===== src/rtl/cpu_types_pkg.sv =====
// Shared CPU types: instruction-cache state encoding and fetch-address field layout.
package cpu_types_pkg;

    localparam int ICACHE_SETS = 16;
    localparam int ICACHE_IDX  = $clog2(ICACHE_SETS);
    localparam int ICACHE_TAG  = 32 - ICACHE_IDX - 2;

    typedef enum logic {
        IDLE = 1'b0,
        FILL = 1'b1
    } icache_state_t;

    typedef struct packed {
        logic [ICACHE_TAG-1:0] tag;
        logic [ICACHE_IDX-1:0] idx;
        logic [1:0]            bytoff;
    } icachef_t;

endpackage


===== src/rtl/icache_frames.sv =====
// Valid/tag/data storage for the direct-mapped icache: one combinational read
// port, one synchronous write port, whole-array invalidate.
module icache_frames #(
    parameter int SETS = 16,
    parameter int IDX  = $clog2(SETS),
    parameter int TAGW = 30 - IDX
) (
    input  logic            clk,
    input  logic            rst,
    input  logic            flush,
    input  logic [IDX-1:0]  rd_idx,
    output logic            rd_valid,
    output logic [TAGW-1:0] rd_tag,
    output logic [31:0]     rd_data,
    input  logic            wr_en,
    input  logic [IDX-1:0]  wr_idx,
    input  logic [TAGW-1:0] wr_tag,
    input  logic [31:0]     wr_data
);

    logic [SETS-1:0] valid;
    logic [TAGW-1:0] tags [SETS];
    logic [31:0]     data [SETS];

    // Flush beats a fill landing on the same edge: the frame stays invalid.
    always_ff @(posedge clk) begin
        if (rst || flush) begin
            valid <= '0;
        end else if (wr_en) begin
            valid[wr_idx] <= 1'b1;
        end
    end

    always_ff @(posedge clk) begin
        if (wr_en) begin
            tags[wr_idx] <= wr_tag;
            data[wr_idx] <= wr_data;
        end
    end

    assign rd_valid = valid[rd_idx];
    assign rd_tag   = tags[rd_idx];
    assign rd_data  = data[rd_idx];

endmodule


===== src/rtl/icache_direct.sv =====
// Direct-mapped read-only instruction cache with zero-latency hits, one-word
// miss fills from the memory controller, and saturating hit/miss counters.
module icache_direct
    import cpu_types_pkg::*;
#(
    parameter int          SETS    = ICACHE_SETS,
    parameter logic [31:0] PC_INIT = 32'h0
) (
    input  logic        CLK,
    input  logic        RST,
    input  logic        imemREN,
    input  logic [31:0] imemaddr,
    output logic        ihit,
    output logic [31:0] imemload,
    input  logic        flush,
    output logic        iREN,
    output logic [31:0] iaddr,
    input  logic        iwait,
    input  logic [31:0] iload,
    output logic [31:0] hit_count,
    output logic [31:0] miss_count
);

    localparam int IDX  = $clog2(SETS);
    localparam int TAGW = 30 - IDX;

    icache_state_t   state, next_state;
    logic [29:0]     miss_addr;
    logic            rd_valid;
    logic [TAGW-1:0] rd_tag;
    logic            lookup_hit;
    logic            miss_start;
    logic            fill_we;
    logic            unused_bits;

    assign unused_bits = ^{PC_INIT, imemaddr[1:0]};

    icache_frames #(
        .SETS (SETS),
        .IDX  (IDX),
        .TAGW (TAGW)
    ) u_frames (
        .clk      (CLK),
        .rst      (RST),
        .flush    (flush),
        .rd_idx   (imemaddr[IDX+1:2]),
        .rd_valid (rd_valid),
        .rd_tag   (rd_tag),
        .rd_data  (imemload),
        .wr_en    (fill_we & ~RST),
        .wr_idx   (miss_addr[IDX-1:0]),
        .wr_tag   (miss_addr[29:IDX]),
        .wr_data  (iload)
    );

    assign lookup_hit = rd_valid && (rd_tag == imemaddr[31:IDX+2]);

    // A flush cycle in IDLE neither hits nor starts a miss; the fetch simply
    // retries against the cleared array on the following cycle.
    always_comb begin
        next_state = state;
        ihit       = 1'b0;
        iREN       = 1'b0;
        iaddr      = '0;
        miss_start = 1'b0;
        fill_we    = 1'b0;
        case (state)
            IDLE: begin
                if (imemREN && !flush) begin
                    if (lookup_hit) begin
                        ihit = 1'b1;
                    end else begin
                        miss_start = 1'b1;
                        next_state = FILL;
                    end
                end
            end
            FILL: begin
                iREN  = 1'b1;
                iaddr = {miss_addr, 2'b00};
                if (!iwait) begin
                    fill_we    = 1'b1;
                    next_state = IDLE;
                end
            end
            default: next_state = IDLE;
        endcase
    end

    always_ff @(posedge CLK) begin
        if (RST) begin
            state      <= IDLE;
            hit_count  <= '0;
            miss_count <= '0;
        end else begin
            state <= next_state;
            if (ihit && hit_count != 32'hFFFF_FFFF) begin
                hit_count <= hit_count + 32'd1;
            end
            if (miss_start && miss_count != 32'hFFFF_FFFF) begin
                miss_count <= miss_count + 32'd1;
            end
        end
    end

    always_ff @(posedge CLK) begin
        if (miss_start) begin
            miss_addr <= imemaddr[31:2];
        end
    end

endmodule


===== config.mk =====
export PLATFORM = sky130hd
export DESIGN_NAME = icache_direct
export DESIGN_NICKNAME = d
export VERILOG_FILES = /design/src/rtl/cpu_types_pkg.sv /design/src/rtl/icache_frames.sv /design/src/rtl/icache_direct.sv
export SDC_FILE = /design/constraint.sdc
export NUM_CORES = 1
export LEC_CHECK = 0
export ABC_CLOCK_PERIOD_IN_PS = 6000
export CORE_ASPECT_RATIO = 0.6
export CORE_MARGIN = 8
export CORE_UTILIZATION = 30
export DETAILED_ROUTE_END_ITERATION = 16
export PLACE_DENSITY = 0.54
export SETUP_SLACK_MARGIN = 0.3
export SLEW_MARGIN = 5
export SYNTH_ARGS = -nofsm -noshare
export SYNTH_HDL_FRONTEND = slang
export SYNTH_SLANG_ARGS = --single-unit

===== constraint.sdc =====
create_clock -name CLK -period 6 [get_ports CLK]
set_input_delay 0.9 -clock CLK [delete_from_list [all_inputs] [get_ports CLK]]
set_output_delay 0.9 -clock CLK [all_outputs]
set_load 0.05 [all_outputs]

==> results, run 1 <==
- The largest voltage drop on the vdd net is 0.208 mV.
- The vertical extent of the die is 301 um.
- Compared with the post-synthesis result, the final layout area differs by 19.5%.
- The final critical delay including setup and external delays is 5360 ps.
- The final net count is 2298.
- The total I/O pin count is 199.
- CTS saw 1039 sinks.
- The tool flagged a number of max-cap violations equal to 0.
- The number of hold-repair buffers added at the cts stage is 0.
- The placed wire-length estimate is 59100 um.
- After detailed routing, the average wire length per cell comes to 25.3 um.
- For this design the static power due to leakage is 15.1 nW.
- The buffer type at the clock tree root is clkbuf_16.
- The clock passes through at most 3 buffers.
- The run finished with clean final reports.
- TritonCTS built the clock tree.
- The synthesis warning total is 0.
- The number of antenna violations at the first check in global routing is 11.
- The detailed-route vias per instance is 4.94.
- The clock insertion delay at the later pin of the skew report is 670 ps.
- The H-tree was split into 3 levels.
- The required time of the critical path is 5100 ps.
- In the final layout, the share of cells above drive strength 1 is 0.226.
- The die covers 148000 um2.
- The post-route met1 wirelength is 44300 um.
- The quantity of I/O buffers inserted on ports is 194.
- After detailed routing, no signal wire sits above met5.
- The routed design uses 5850 um of met3 wire.
- In this run, CTS created clock tree buffers numbering 107.
- The count of cells resized by post-cts repair is 0.
- The number of global-route vias before repair is 21000.
- The number of iterations in the first detailed-routing pass is 5.
- Detailed routing inserted a total of 20400 vias.
- The summed instance area of the synthesized netlist is 40600 um2.
- The floorplan has 104 rows.
- Together, buffers and inverters on the worst path number 4.
- The post-synthesis sequential area ratio is 0.748.
- The hold violation count in the final report is 0.
- Across the routed clock network, the largest skew measured is 22.0 ps.
- In the final timing run, aggregate negative setup slack is 0 ps.
- Entering global routing, the biggest net connects 84 pins.
- The family with the most delay on the worst path is simple AND/OR/NAND/NOR gates.
- The x dimension of the die is 491 um.
- For this run, the total global-route usage over all layers was measured as 0.137.
- Along the worst path, the maximum fanout reaches 35.
- The total chip power is 15.4 mW.
- The average instance in the mapped netlist occupies 20.7 um2.
- At the pin with the least slew margin, the transition time is 1220 ps.
- The number of pins with negative max-slew slack in the final report is 0.
- Counting flops with an async set or reset pin after synthesis yields a share of 0.
- The signal arrival time at the worst endpoint is 4460 ps.
- The first element of the critical path is imemaddr[3].
- The number of distinct standard cells referenced by the synthesized netlist is 66.
- The launching point of the worst reg2reg path is u_frames.tags[14][22]$_DFFE_PP_.
- Summed over all layers, the routed wires come to 104000 um.
- The area of the placeable core is 134000 um2.
- The most common cell type on the critical path is buf_4.
- Global routing finished with a remaining overflow of 0.
- The kind of path behind the tightest hold check is reg2reg.
- The startpoint class of the critical path is an input pin.
- The effective utilization at floorplan is 0.303.
- The number of cells on the worst hold path is 1.
- The remaining max-slew budget at the tightest pin is 0.182.
- The global-route wire length before repair is 150000 um.
- The most frequent standard cell in the layout excluding fill and tap cells is edfxtp_1.
- The number of remaining DRC errors is 0.
- The delay contributed by the slowest stage of the critical path is 600 ps.
- After clock tree synthesis, the clock-pin slew on the worst setup and hold paths is 60 ps.
- Timing would allow up to 187 MHz.
- The wire length on met2 is 51700 um.
- The count of nets left with antenna violations once routing finished came out at 0.
- In this run, the number of DRC markers left after iteration 0 of detailed routing was 1540.
- The power per cell area is 317 nW/um2.
- Yosys mapped a number of flops with a built-in enable equal to 958.
- The final RePlAce weighted congestion is 0.789.
- Of the available clock period, the critical path in the final layout requires 0.894.
- The class of the most critical setup path is in2out.
- The number of setup buffers added after CTS is 0.
- The count of endpoints failing setup in the final report is 0.
- The most common flop cell mapped by yosys is edfxtp_1.
- Setup repair after global routing left no endpoint under its margin.
- The synthesized design contains 1039 register bits.
- The signal on the critical path passes through clkbuf_8, buf_4, nor2b_1, a221oi_1, o211a_1, a2111oi_1, buf_4, nor4_1, and3_1, and4b_1, and2_1, buf_12.
- In the layout the commonest cells are 958 x edfxtp_1, 257 x mux4_2, 188 x clkdlybuf4s50_1.
- The depth of the worst register-to-register path is 10.
- The cell with the largest stage delay on the worst path is a2111oi_1.
- The path length in cells of the critical path is 12.
- The startpoint of the worst hold path is u_frames.valid[7]$_SDFFE_PP0P_.
- STA classifies the critical path endpoint as an output port.
- The synthesized instance count is 1965.
[where the power goes]
group | internal [mW] | switching (mW)
clock network | 3.89 | 2.72
registers | 7.91 | 0.0418
logic | 0.326 | 0.477
total | 12.1 | 3.23
[flip-flops by register name, indices dropped and copies added, names as in the netlist]
signal,flops
u_frames.valid,16
miss_addr,30
state,1
hit_count,32
u_frames.tags,416
miss_count,32
u_frames.data,512
[metal layers]
layer | up-vias | global-route usage
li1 | 8752 | -
met1 | 10900 | 0.182
met2 | 590 | 0.231
met3 | 153 | 0.0274
met4 | 2 | 0.0346
met5 | - | 0
[cell usage after synthesis (12+ instances only)]
library cell	instances	area share
mux2_2	20	0.0055
nand4_1	23	0.0035
mux4_2	257	0.14
nor2b_1	19	0.0029
nand2_1	40	0.0037
buf_4	12	0.0022
nor2_1	40	0.0037
buf_6	12	0.0033
buf_1	19	0.0018
a22oi_1	12	0.0022
nor3_1	17	0.0021
buf_2	13	0.0016
xor2_1	22	0.0047
clkbuf_1	38	0.0035
dfxtp_1	81	0.040
or3_1	31	0.0048
and3_1	27	0.0042
o21a_1	16	0.0030
a21oi_1	41	0.0051
edfxtp_1	958	0.71
nand3_1	21	0.0026
mux2i_1	58	0.014
and2_1	36	0.0055
o21ai_0	35	0.0043
[worst reg2reg max path, cell delays in order (launching register included)]
cell      delay (ps)
edfxtp_1         370
mux4_1           490
mux4_2           490
xnor2_1          300
inv_1            200
a211oi_2         370
nand4_1          310
o21ai_2          230
buf_4            370
a21oi_1          150
mux2_2           310
[cell type report]
cell class,count,area [um2]
multi-input combinational,821,9800
inverter,11,42.5
clock buffer,133,2820
clock inverter,62,662
fill,12100,85600
antenna,9,22.5
tap,1802,2250
sequential,1039,30400
timing repair buffer,247,2520
[metrics by stage]
step | hold WS [ps] | instance area, um2 | std cells | utilization | setup slack (ps)
floorplan | 435 | 40600 | 1966 | - | 1330
global placement | 442 | 45000 | 3920 | 0.336 | 657
detailed placement | 448 | 45000 | 3920 | 0.336 | 644
CTS | 462 | 48500 | 4115 | 0.361 | 623
global route | 480 | 48500 | 4119 | 0.362 | 362
finish | 463 | 48500 | 4124 | 0.362 | 638
[worst paths after layout]
kind | to | slack [ps]
worst min-delay path | u_frames.valid[7]$_SDFFE_PP0P_ | 460
worst max-delay path | ihit | 640
worst min register to register | u_frames.valid[7]$_SDFFE_PP0P_ | 460
worst max register to register | miss_count[0]$_SDFFE_PP0P_ | 2300
[kinds of logic (layout without fill, tap and decap cells)]
| kind of cell | after synthesis | in the layout | synth area share |
|---|---|---|---|
| compound gates | 150 | 150 | 0.0239 |
| xor+xnor | 28 | 28 | 0.00622 |
| fa+ha+maj | 2 | 2 | 0.000616 |
| buf+inv | 106 | 453 | 0.0139 |
| flops | 1039 | 1039 | 0.748 |
| mux | 341 | 341 | 0.166 |
| other cells | 1 | 11 | 0.0000923 |
| simple gates | 298 | 298 | 0.0411 |
(Power assumes the default switching activity.)
==> run 2: changes to the inputs <==
GPL_TIMING_DRIVEN = 0   (was unset)
==> run 2 against run 1 <==
Effect of this change: critical path depth is 1 higher; register-to-register slack worse by 420 ps; setup slack worse by 270 ps; largest cell class unchanged; critical path type unchanged.
==> results, run 2 (synthesis gave the netlist of run 1 again) <==
- The run finished with clean final reports.
- Traced cell by cell, the critical path runs through clkdlybuf4s50_1, buf_6, buf_12, buf_6, buf_8, buf_8, mux4_2, xnor2_4, or4b_2, nor3_2, and4b_2, and2_1, buf_6.
- The number of cells on the worst hold path is 1 (unchanged).
- The path length in cells of the critical path is 13 (+1).
- The pin count of the biggest net entering global routing is 23 (-73%).
- The switching share of power is 0.216 (+0.00589).
- The number of hold-repair buffers added at the cts stage is 0 (unchanged).
- The area of all sequential standard cells was 30400 um2 (about the same).
- The signed area change from the synthesized netlist to the final layout is 23.5%.
- The placed wire-length estimate is 78900 um (+34%).
- The remaining max-slew budget at the tightest pin came to 0.108 (-0.0736).
- The portion of the clock cycle consumed by the worst path in the final layout is 0.938 (+0.0448).
- The number of levels in the clock H-tree is 3 (unchanged).
- The total vias in the final route is 21600 (+6.0%).
- The number of clock sinks is 1039 (unchanged).
- The vertical extent of the die is 301 um (unchanged).
- The top achievable clock speed is 178 MHz (-4.8%).
- For this design, the slowest cell found on the critical path is or4b_2.
- The clock share of power is 0.429 (about the same).
- The total net switching power was 3.35 mW (+3.5%).
- The number of iterations in the first detailed-routing pass is 6 (+1).
- The maximum fanout encountered on the critical timing path was 10 (-71%).
- Setup repair after global routing could not meet its margin everywhere.
- The depth of the worst register-to-register path is 11 (+1).
- The final critical delay including setup and external delays came to 5630 ps (+269 ps).
- The worst setup slack after placement is -1560 ps (-2200 ps).
- The largest clock skew in the final design is 33.0 ps (+11.0 ps).
- The transition at the pin with the smallest max-transition slack came to 1340 ps (+120 ps).
- Clock tree synthesis selected as its root buffer the cell clkbuf_16.
- The violation count after the first detailed-routing iteration was 2262 (+47%).
- The number of filler instances in the final layout came to 12100 (-0.23%).
- The final critical-path setup slack is 370 ps (-269 ps).
- The most common cell type on the critical path is buf_6.
- The number of nets with antenna violations after detailed routing came to 0 (unchanged).
- The die area is 148000 um2 (unchanged).
- The final RePlAce weighted congestion is 0.842 (+6.8%).
- Leaving out fill and tap cells, the most frequent cells in the layout are 958 x edfxtp_1, 257 x mux4_2, 161 x clkdlybuf4s50_1.
- TritonCTS built the clock tree.
- The CTS buffer count is 103 (-3.7%).
- The x dimension of the die was 491 um (unchanged).
- The required time of the critical path came to 5100 ps (about the same).
- The hold violation count in the final report is 0 (unchanged).
- STA classifies the critical path endpoint as an output port.
- The largest voltage drop on the vdd net is 0.254 mV (+22%).
- The quantity of I/O buffers inserted on ports is 194 (unchanged).
- The fraction of final layout cells sized beyond drive strength 1 came to 0.255 (+0.0285).
- The average detailed-routed wire length per instance is 27.4 um (+8.5%).
- The detailed-route vias per instance is 5.11 (+3.4%).
- The effective utilization at floorplan is 0.303 (unchanged).
- The class of the most critical setup path is in2out.
- Leaving out fill and tap cells, the most frequent cell in the layout is edfxtp_1.
- The number of cells in the design after placement is 4029 (+2.8%).
- The number of max-cap violations is 0 (unchanged).
- The global-route wire length before repair is 163000 um (+8.4%).
- The final non-filler cell total was 4229 (+2.5%).
- The number of antenna violations at the first check in global routing is 12 (+1).
- The number of flip-flops under the largest register name is 512 (unchanged).
- The final net count is 2404 (+4.6%).
- The setup TNS is 0 ps (unchanged).
- The post-CTS clock slew at the launch and capture registers of the worst setup and hold paths is 60 ps (about the same).
- The cell family contributing the most delay on the critical path is buffers and inverters.
- The combinational share of power was 0.057 (+0.005).
- The internal power is 12.1 mW (about the same).
- The number of placement rows is 104 (unchanged).
- The number of global-route vias before repair is 21800 (+3.9%).
- The total I/O pin count is 199 (unchanged).
- The signal arrival time at the worst endpoint was 4730 ps (+270 ps).
- The number of pins with negative max-slew slack in the final report is 0 (unchanged).
- The power per cell area is 308 nW/um2 (-2.7%).
- The count of endpoints failing setup in the final report is 0 (unchanged).
- The sum of overflow across all layers after global routing is 0 (unchanged).
- The routed wire length is 116000 um (+11%).
- The area of the placeable core was 134000 um2 (unchanged).
- The worst setup path is launched from an input pin.
- The static power due to leakage was 15.8 nW (+5.0%).
- In the final layout, the registers with the most flip-flops are u_frames.data (512), u_frames.tags (416).
- The maximum count of clock buffers along a single path is 3 (unchanged).
- The kind of path behind the tightest hold check is reg2reg.
- The number of remaining DRC errors is 0 (unchanged).
- The delay contributed by the slowest stage of the critical path is 620 ps (+20 ps).
- The sequential cell fraction of total power is 0.514 (-0.004).
- The utilization after layout is 0.374 (+0.0123).
- The total global-route track usage is 0.152 (+0.0154).
- The combined area of the multi-input logic cells was 9830 um2 (+0.31%).
- The buffering stage count on the worst path with inverters included is 7 (+3).
- The minimum setup slack among reg-to-reg paths is 1880 ps (-420 ps).
- The top register by number of flip-flops is u_frames.data.
- The clock insertion delay at the later pin of the skew report came to 700 ps (+30 ps).
[run 2: changes by cell type in the layout (fill, tap and decap cells not counted), sizes merged]
| cell | delta |
|---|---|
| clkdlybuf4s15 | +2 |
| diode | -1 |
| clkdlybuf4s50 | -27 |
| bufinv | +2 |
| inv | -1 |
| dlygate4sd2 | +24 |
| clkbuf | +44 |
| buf | +64 |
| clkinv | -2 |
[run 2: layout make-up]
class                           instances  share of cell area
Buffer                                 95              0.0161
Clock buffer                          130              0.0540
Inverter                               11            0.000873
Clock inverter                         61              0.0149
Tap cell                             1802              0.0449
Timing Repair Buffer                  262              0.0671
Sequential cell                      1039               0.606
Antenna cell                            8            0.000399
Multi-Input combinational cell        821               0.196
[run 2: layer usage]
layer  vias up  track usage  wire [um]
met1     11600        0.218      51500
met3       135       0.0358       8780
met2       886        0.238      53600
met4         2       0.0310       2020
li1       8986            -          -
met5         -            0         17
[run 2: metrics by stage]
stage | area, um2 | total power [mW] | hold WS, ps
after floorplan | 40600 | 8.59 | 435
after global placement | 44800 | 8.96 | 442
after detailed placement | 46400 | 8.98 | 448
after CTS | 50100 | 15.6 | 464
after global routing | 50200 | 15.9 | 489
final | 50200 | 15.5 | 462
[run 2: power by group through the flow]
stage / Sequential, mW / Combinational, mW / Clock [mW]
2_1_floorplan: 8.09 / 0.501 / 0
3_3_place_gp: 8.10 / 0.863 / 0
3_5_place_dp: 8.10 / 0.884 / 0
4_1_cts: 7.95 / 0.892 / 6.77
5_1_grt: 7.95 / 0.931 / 7.02
6_report: 7.95 / 0.885 / 6.63
[run 2: worst paths after layout]
kind	from	endpoint
setup / recovery	imemaddr[2]	ihit
hold reg to reg	u_frames.valid[13]$_SDFFE_PP0P_	u_frames.valid[13]$_SDFFE_PP0P_
setup reg to reg	u_frames.tags[12][22]$_DFFE_PP_	miss_count[28]$_SDFFE_PP0P_
hold / removal	u_frames.valid[13]$_SDFFE_PP0P_	u_frames.valid[13]$_SDFFE_PP0P_
[run 2: timing repair]
item | in CTS | in global routing
setup endpoints to repair | 33 | 8
gates resized for setup | 198 | 21
pin swaps | 2 | 1
buffers inserted | 1 | 0
